==> config.mk <==
export PLATFORM = sky130hd
export DESIGN_NAME = generador_patrones_lcd
export DESIGN_NICKNAME = d
export VERILOG_FILES = /design/src/rtl/generador_patrones_lcd.sv
export SDC_FILE = /design/constraint.sdc
export NUM_CORES = 1
export LEC_CHECK = 0
export CORE_MARGIN = 5
export CORE_UTILIZATION = 50
export DETAILED_ROUTE_END_ITERATION = 7
export DONT_BUFFER_PORTS = 1
export SLEW_MARGIN = 20
export SYNTH_ARGS = -nofsm -noshare
export SYNTH_HDL_FRONTEND = slang
export SYNTH_SLANG_ARGS = --single-unit
==> constraint.sdc <==
create_clock -name clk -period 6.2 [get_ports clk]
set_input_delay 0.93 -clock clk [delete_from_list [all_inputs] [get_ports clk]]
set_output_delay 0.93 -clock clk [all_outputs]
set_load 0.02 [all_outputs]
==> src/rtl/generador_patrones_lcd.sv <==
// generador_patrones_lcd
//   LCD test-pattern generator placed between the timing generator and the RGB pins.
//   Four modes: colour bars, grey ramp, checkerboard and scrolling colour bars.
//   Two-stage registered pipeline with one pixel per clock. Mode and scroll offset
//   change only at frame boundaries, so a frame never mixes two modes.
// Ports
//   clk          pixel clock
//   reset        synchronous, active-high
//   columna      current column (COL_W bits)
//   fila         current row (ROW_W bits)
//   pixel_en     columna/fila valid this cycle
//   fin_cuadro   one-cycle end-of-frame pulse
//   modo         requested mode: 0 bars, 1 grey, 2 checker, 3 scroll
//   R, G, B      registered pixel colour (COLOR_W bits each)
//   pixel_valido R/G/B correspond to a pixel_en=1 input two cycles earlier
//   cuadro_cnt   16-bit wrapping frame counter
module generador_patrones_lcd #(
    parameter int unsigned H_ACTIVE     = 1056,
    parameter int unsigned V_ACTIVE     = 480,
    parameter int unsigned NUM_BARS     = 8,
    parameter int unsigned COLOR_W      = 8,
    parameter int unsigned COL_W        = 11,
    parameter int unsigned ROW_W        = 10,
    parameter int unsigned CHECKER_LOG2 = 5,
    parameter int unsigned SCROLL_STEP  = 4
) (
    input  logic               clk,
    input  logic               reset,
    input  logic [COL_W-1:0]   columna,
    input  logic [ROW_W-1:0]   fila,
    input  logic               pixel_en,
    input  logic               fin_cuadro,
    input  logic [1:0]         modo,
    output logic [COLOR_W-1:0] R,
    output logic [COLOR_W-1:0] G,
    output logic [COLOR_W-1:0] B,
    output logic               pixel_valido,
    output logic [15:0]        cuadro_cnt
);

    localparam int unsigned BAR_W     = H_ACTIVE / NUM_BARS;
    localparam int unsigned BAR_IDX_W = (NUM_BARS > 1) ? $clog2(NUM_BARS) : 1;

    localparam logic [COL_W:0] H_ACT_W = (COL_W + 1)'(H_ACTIVE);
    localparam logic [ROW_W:0] V_ACT_W = (ROW_W + 1)'(V_ACTIVE);
    localparam logic [COLOR_W-1:0] CH_ON = '1;

    // ------------------------------------------------------------------
    // Frame-level state: updated only on fin_cuadro
    // ------------------------------------------------------------------
    logic [1:0]       modo_activo_q;
    logic [COL_W-1:0] despl_q;
    logic [COL_W-1:0] despl_d;
    logic [15:0]      cuadro_cnt_q;
    logic [COL_W:0]   despl_sum;

    always_comb begin
        despl_sum = {1'b0, despl_q} + (COL_W + 1)'(SCROLL_STEP);
        despl_d   = (despl_sum >= H_ACT_W) ? COL_W'(despl_sum - H_ACT_W) : COL_W'(despl_sum);
    end

    always_ff @(posedge clk) begin
        if (reset) begin
            modo_activo_q <= 2'd0;
            despl_q       <= '0;
            cuadro_cnt_q  <= 16'd0;
        end else if (fin_cuadro) begin
            modo_activo_q <= modo;
            despl_q       <= despl_d;
            cuadro_cnt_q  <= cuadro_cnt_q + 16'd1;
        end
    end

    // ------------------------------------------------------------------
    // Stage 1: visibility, effective column and checker bit
    // ------------------------------------------------------------------
    logic             activo;
    logic [COL_W:0]   col_sum;
    logic [COL_W-1:0] col_scr;
    logic [COL_W-1:0] col_eff;
    logic             chk;

    logic             v1_q;
    logic             vis1_q;
    logic [1:0]       modo1_q;
    logic [COL_W-1:0] col1_q;
    logic             chk1_q;

    always_comb begin
        activo  = ({1'b0, columna} < H_ACT_W) && ({1'b0, fila} < V_ACT_W);
        // columna and despl are both below H_ACTIVE, so one subtract is enough
        col_sum = {1'b0, columna} + {1'b0, despl_q};
        col_scr = (col_sum >= H_ACT_W) ? COL_W'(col_sum - H_ACT_W) : COL_W'(col_sum);
        col_eff = (modo_activo_q == 2'd3) ? col_scr : columna;
        chk     = columna[CHECKER_LOG2] ^ fila[CHECKER_LOG2];
    end

    always_ff @(posedge clk) begin
        if (reset) begin
            v1_q    <= 1'b0;
            vis1_q  <= 1'b0;
            modo1_q <= 2'd0;
            col1_q  <= '0;
            chk1_q  <= 1'b0;
        end else begin
            v1_q    <= pixel_en;
            vis1_q  <= pixel_en & activo;
            // mode travels with the pixel so a frame switch never retints in-flight pixels
            modo1_q <= modo_activo_q;
            col1_q  <= col_eff;
            chk1_q  <= chk;
        end
    end

    // ------------------------------------------------------------------
    // Stage 2: bar index, colour lookup and output registers
    // ------------------------------------------------------------------
    logic [COLOR_W-1:0] grey_lut [NUM_BARS];

    for (genvar gi = 0; gi < NUM_BARS; gi++) begin : g_grey
        localparam int unsigned GREY_VAL = (gi * (2 ** COLOR_W - 1)) / (NUM_BARS - 1);
        assign grey_lut[gi] = COLOR_W'(GREY_VAL);
    end

    logic [BAR_IDX_W-1:0] bar;
    logic [2:0]           lut_idx;
    logic [COLOR_W-1:0]   r_d, g_d, b_d;
    logic [COLOR_W-1:0]   r_q, g_q, b_q;
    logic                 valido_q;

    always_comb begin
        // Thresholds rise monotonically, so the last one exceeded is the bar;
        // a column equal to a threshold stays in the lower bar.
        bar = '0;
        for (int unsigned i = 1; i < NUM_BARS; i++) begin
            if ({1'b0, col1_q} > (COL_W + 1)'(i * BAR_W)) begin
                bar = BAR_IDX_W'(i);
            end
        end
        lut_idx = 3'(bar);

        r_d = '0;
        g_d = '0;
        b_d = '0;
        case (modo1_q)
            2'd1: begin
                r_d = grey_lut[bar];
                g_d = grey_lut[bar];
                b_d = grey_lut[bar];
            end
            2'd2: begin
                r_d = chk1_q ? '0 : CH_ON;
                g_d = chk1_q ? '0 : CH_ON;
                b_d = chk1_q ? '0 : CH_ON;
            end
            default: begin
                // White, yellow, cyan, green, magenta, red, blue, black:
                // R off for idx bit1, G off for idx bit2, B off for idx bit0.
                r_d = lut_idx[1] ? '0 : CH_ON;
                g_d = lut_idx[2] ? '0 : CH_ON;
                b_d = lut_idx[0] ? '0 : CH_ON;
            end
        endcase

        if (!vis1_q) begin
            r_d = '0;
            g_d = '0;
            b_d = '0;
        end
    end

    always_ff @(posedge clk) begin
        if (reset) begin
            r_q      <= '0;
            g_q      <= '0;
            b_q      <= '0;
            valido_q <= 1'b0;
        end else begin
            r_q      <= r_d;
            g_q      <= g_d;
            b_q      <= b_d;
            valido_q <= v1_q;
        end
    end

    assign R            = r_q;
    assign G            = g_q;
    assign B            = b_q;
    assign pixel_valido = valido_q;
    assign cuadro_cnt   = cuadro_cnt_q;

endmodule
---- Yosys cells after proc, flatten, opt, wreduce, memory -nomap -nowiden ----
Memory sizes are Yosys's and may differ from the RTL's.
Index checks and enable logic that the tools add are counted.
word-level totals
  bits in registers ....................... 70
  ROM bits ................................ 64
  bits of input ports ..................... 27
  logic and storage cells ................. 58
  memories ................................ 1
cells by class
  $add $sub $neg .......................... 5
  $lt $le $gt $ge ......................... 12
  equality and inequality tests ........... 3
  muxes and demuxes ....................... 19
  bitwise gates (word level) .............. 4
  reductions and logical operators ........ 2
memories
  name              words  bits a word  read ports  clocked after Yosys merged registers in  write ports  RTL line  RTL
  (name not given)  8      8            1           0                                        0            149       b_d = grey_lut[bar];
operators with widths
  cell                      number
  $mux W8                   6
  $pmux W8 S2               3
  $gt A11 B10 Y1 const B    4
  $mux W11                  3
  $ge A12 B11 Y1 const B    2
  $gt A11 B9 Y1 const B     2
  $sub A11 B11 Y11 const B  2
  $mux W3                   6
  $add A16 B1 Y16 const B   1
  $add A11 B11 Y12          1
  $add A11 B3 Y12 const B   1
  $gt A11 B8 Y1 const B     1
  $lt A11 B11 Y1 const B    1
  $lt A10 B9 Y1 const B     1
  $eq A2 B2 Y1 const B      2
  $ge A4 B4 Y1 const B      1
  $not A3 Y4                1
  $eq A2 B1 Y1 const B      1
  $reduce_or A2 Y1          1
  $and A1 B1 Y1             1
  $logic_and A1 B1 Y1       1
  $mux W1                   1
  $not A1 Y1                1
  $xor A1 B1 Y1             1

---- Depth between registers and ports, before layout ----
  depth after elaboration ................. 13
  mapped depth ............................ 10

---- Worst setup path before layout ----
Ideal clock, no wire load.
  path type ............................... input -> register
  start ................................... input port columna[2]
  end ..................................... register col1_q[6]
  library setup time ...................... 0.079 ns
  arrival time ............................ 3.207 ns
  data required time ...................... 6.121 ns
  setup slack ............................. 2.913 ns
  stages .................................. 9
  buffers on the path ..................... 0
  path through ............................ ha_1 -> fa_1 -> a21o_1 -> a21oi_1 -> xor2_1 -> nand4_2 -> o41ai_4 -> mux2_2 -> a211oi_2
on the way
  word-level cells in the longest chain between the ends .. 4
  elaborated cells between the ends (all ways) .. 5
ends and longest elaborated chain
  what                                                       RTL line  RTL
  from (decl)                                                29        input logic [COL_W-1:0] columna,
  $add A11 B11 Y12 *                                         92        col_sum = {1'b0, columna} + {1'b0, despl_q};
  $sub A11 B11 Y11 / $ge A12 B11 Y1 (equally long branches)  93        col_scr = (col_sum >= H_ACT_W) ? COL_W'(col_sum - H_ACT_W) : COL_W'(col_sum);
  $mux W11 *                                                 93
  $mux W11 *                                                 94        col_eff = (modo_activo_q == 2'd3) ? col_scr : columna;
  to (signal assigned)                                       110       col1_q <= col_eff;
  to (decl)                                                  86        logic [COL_W-1:0] col1_q;
Mark *: on every way between the ends. The rest lies on a longest branch, timed or not.
A chain may end at the register's enable or synchronous reset.

---- Worst setup path in the final report ----
Same ends and word-level chain as after synthesis.

==> flow_summary.ini <==
[worst_setup_path]
crit_chain = ha_1 -> fa_1 -> a21o_1 -> a21oi_1 -> xor2_1 -> nand4_2 -> o41ai_4 -> mux2_2 -> a211oi_2
cp.required_ns = 6.45
path_max_fanout = 4
cp.arrival_ns = 3.42
slowest_stage = fa_1
cp-start-kind = primary input
cpPeakStageDelay_ns = 0.42
crit_path_end_kind = register
crit_type = in -> reg

[synthesis]
synth.yosys.seq_area_share = 0.342
synth_flop_cell = dfxtp_1
async_reset_ff_frac = 0
synth_common_cells = 59 x dfxtp_1, 52 x nor2_1, 26 x nand2_1
synth_fp_nets = 447
syn_inst = 401
synth_top_area_share = 0.342
synth_warnings = 0
synth_edf_count = 0
yosysMostFrequentCell = dfxtp_1
avgSynthCellArea_sq_um = 8.60
synthesis.area_sq_um = 3450
synth_area_leaders = dfxtp_1 34%, ha_1 6.5%, nor2_1 5.7%, a21oi_1 3.5%, xor2_1 3.3%
synth_largest_area_cell = dfxtp_1
yosys.cell_types.count = 71
synth.ff_latch_count = 59

[die]
row_count = 30
ios = 68
die_area_sq_um = 8660
fp.dieH_um = 93.1
core_region_area_sq_um = 6760
start_util = 0.511
die_x_um = 93.1

[routing]
totalWireLength_mm = 7.71
wl_per_cell_um = 16.2
ant_nets = 0
via_per_inst = 5.93
drtIter0Drc = 163
first_pass_iters = 4
dr_total_vias = 2816
route.detailed.drc = 0

[sta]
final-hold-violation-count = 0
fmax_ghz = 0.316
rsz0062_at_grt = no
post-route-period-util = 0.510
clock_skew_ns = 0.00804
setup_violations = 0
fin_tns_setup_ns = 0
tightest_slew_ns = 0.548
slew_violations = 0
min_period_ns = 3.16
slew_headroom = 0.634

[clocking]
cts_tree = done
cts-root-buf = clkbuf_8
clock_latency_ns = 0.33
path_clk_slew_ns = 0.07
cts_buffers = 9
clock_path_buffers = 2
htreeDepth = 3
postCtsHoldBufs = 0
cts_resized = 0
post_cts_buffers = 0
numClockSinks = 59

[placed_design]
placed_cell_area_sq_um = 3430
portBuffers = 0
hpwlAfterDp_mm = 5.65
gp_congestion = 0.840

[power_and_ir_drop]
power_leakage_nw = 1.39
p_per_area_nw_per_um2 = 226
ir_worst_vdd_mv = 0.122

[cells_and_area]
drive_gt1_frac = 0.0861
design_area_sq_um = 3610
regArea_sq_um = 1180
nNetsFinal = 436
areaGrowthSynthToFinish_pct = 4.75
multi_input_area_sq_um = 2090
diodes = 0
fillCellCount = 658

[global_routing]
overflow = 0
grt_max_degree = 44
grt_pass1_wl_mm = 13.1
first_global_vias = 2741
antenna_found_initial = 0
grt_usage = 0.188

[min_path]
hold_path_class = reg -> reg

[outcome]
status = completed

[flow_run]
max-cap-violations = 0
layout make-up:
cell class | count | area share
clock inverters | 5 | 0.0149
clock buffers | 11 | 0.0364
multi-input cells | 304 | 0.578
inverters | 16 | 0.0166
flip-flops and latches | 59 | 0.327
well taps | 80 | 0.0277
kinds of logic (layout without fill, tap and decap cells):
family | after synthesis | in the layout | share of synthesized area
XOR/XNOR | 25 | 25 | 0.0635
buffers and inverters | 38 | 32 | 0.0526
flip-flops | 59 | 59 | 0.342
adder cells (fa/ha/maj) | 20 | 20 | 0.0740
AO/OA/AOI/OAI | 101 | 101 | 0.223
multiplexers | 9 | 9 | 0.0279
AND/OR/NAND/NOR | 149 | 149 | 0.216
where the power goes:
part / total, mW / internal (mW) / switching [mW]
Combinational: 0.0741 / 0.0331 / 0.0410
Clock: 0.334 / 0.184 / 0.150
Sequential: 0.408 / 0.390 / 0.0176
through the flow:
step	cells	hold slack (ns)	worst slack, ns	power (mW)	util
after floorplan	401	0.414	2.91	0.480	-
after global placement	459	0.417	2.70	0.489	0.507
after detailed placement	459	0.450	2.69	0.490	0.507
after CTS	475	0.463	3.04	0.826	0.535
after global routing	475	0.463	2.91	0.859	0.535
final	475	0.459	3.04	0.816	0.535
state kept, by name, indices dropped and copies added, names as in the netlist:
| signal | flops |
|---|---|
| despl_q | 9 |
| G | 5 |
| chk1_q | 1 |
| col1_q | 11 |
| cuadro_cnt | 16 |
| modo1_q | 2 |
| pixel_valido | 1 |
| R | 5 |
| B | 5 |
| modo_activo_q | 2 |
| vis1_q | 1 |
| v1_q | 1 |
final timing paths:
kind | cells past startpoint | slack [ns] | startpoint | endpoint
worst min-delay path | 1 | 0.46 | v1_q$_SDFF_PP0_ | pixel_valido$_SDFF_PP0_
worst max-delay path | 9 | 3.04 | columna[2] | col1_q[6]$_SDFF_PP0_
worst max register to register | 8 | 3.13 | despl_q[6]$_SDFFE_PP0P_ | col1_q[6]$_SDFF_PP0_
worst min register to register | 1 | 0.46 | v1_q$_SDFF_PP0_ | pixel_valido$_SDFF_PP0_
critical path, delay by kind of cell:
| kind | cells | cell delay [ns] |
|---|---|---|
| xor gates and xnor gates | 1 | 0.32 |
| muxes | 1 | 0.39 |
| and+or+nand+nor | 1 | 0.22 |
| adders and majority gates | 2 | 0.63 |
| AOI/OAI and AO/OA | 4 | 0.92 |
per-layer routing:
| metal | wire length [um] | GRT usage | part of all wire |
|---|---|---|---|
| met3 | 509 | 0.0708 | 0.066 |
| met4 | 81 | 0.0611 | 0.011 |
| met2 | 3620 | 0.295 | 0.47 |
| met1 | 3490 | 0.239 | 0.45 |
| met5 | 0 | 0 | 0 |
layout by cell type, fill, tap and decap left out, drive strengths merged, types with 8 or more instances in the layout:
cell type,netlist,layout
nand2,27,27
ha,18,18
inv,16,16
clkbuf,5,11
a21oi,24,24
o21ai,20,20
a21o,9,9
xnor2,12,12
and3,8,8
nor2,53,53
nand3,14,14
xor2,13,13
dfxtp,59,59
Power figures use the tool's default switching activity.
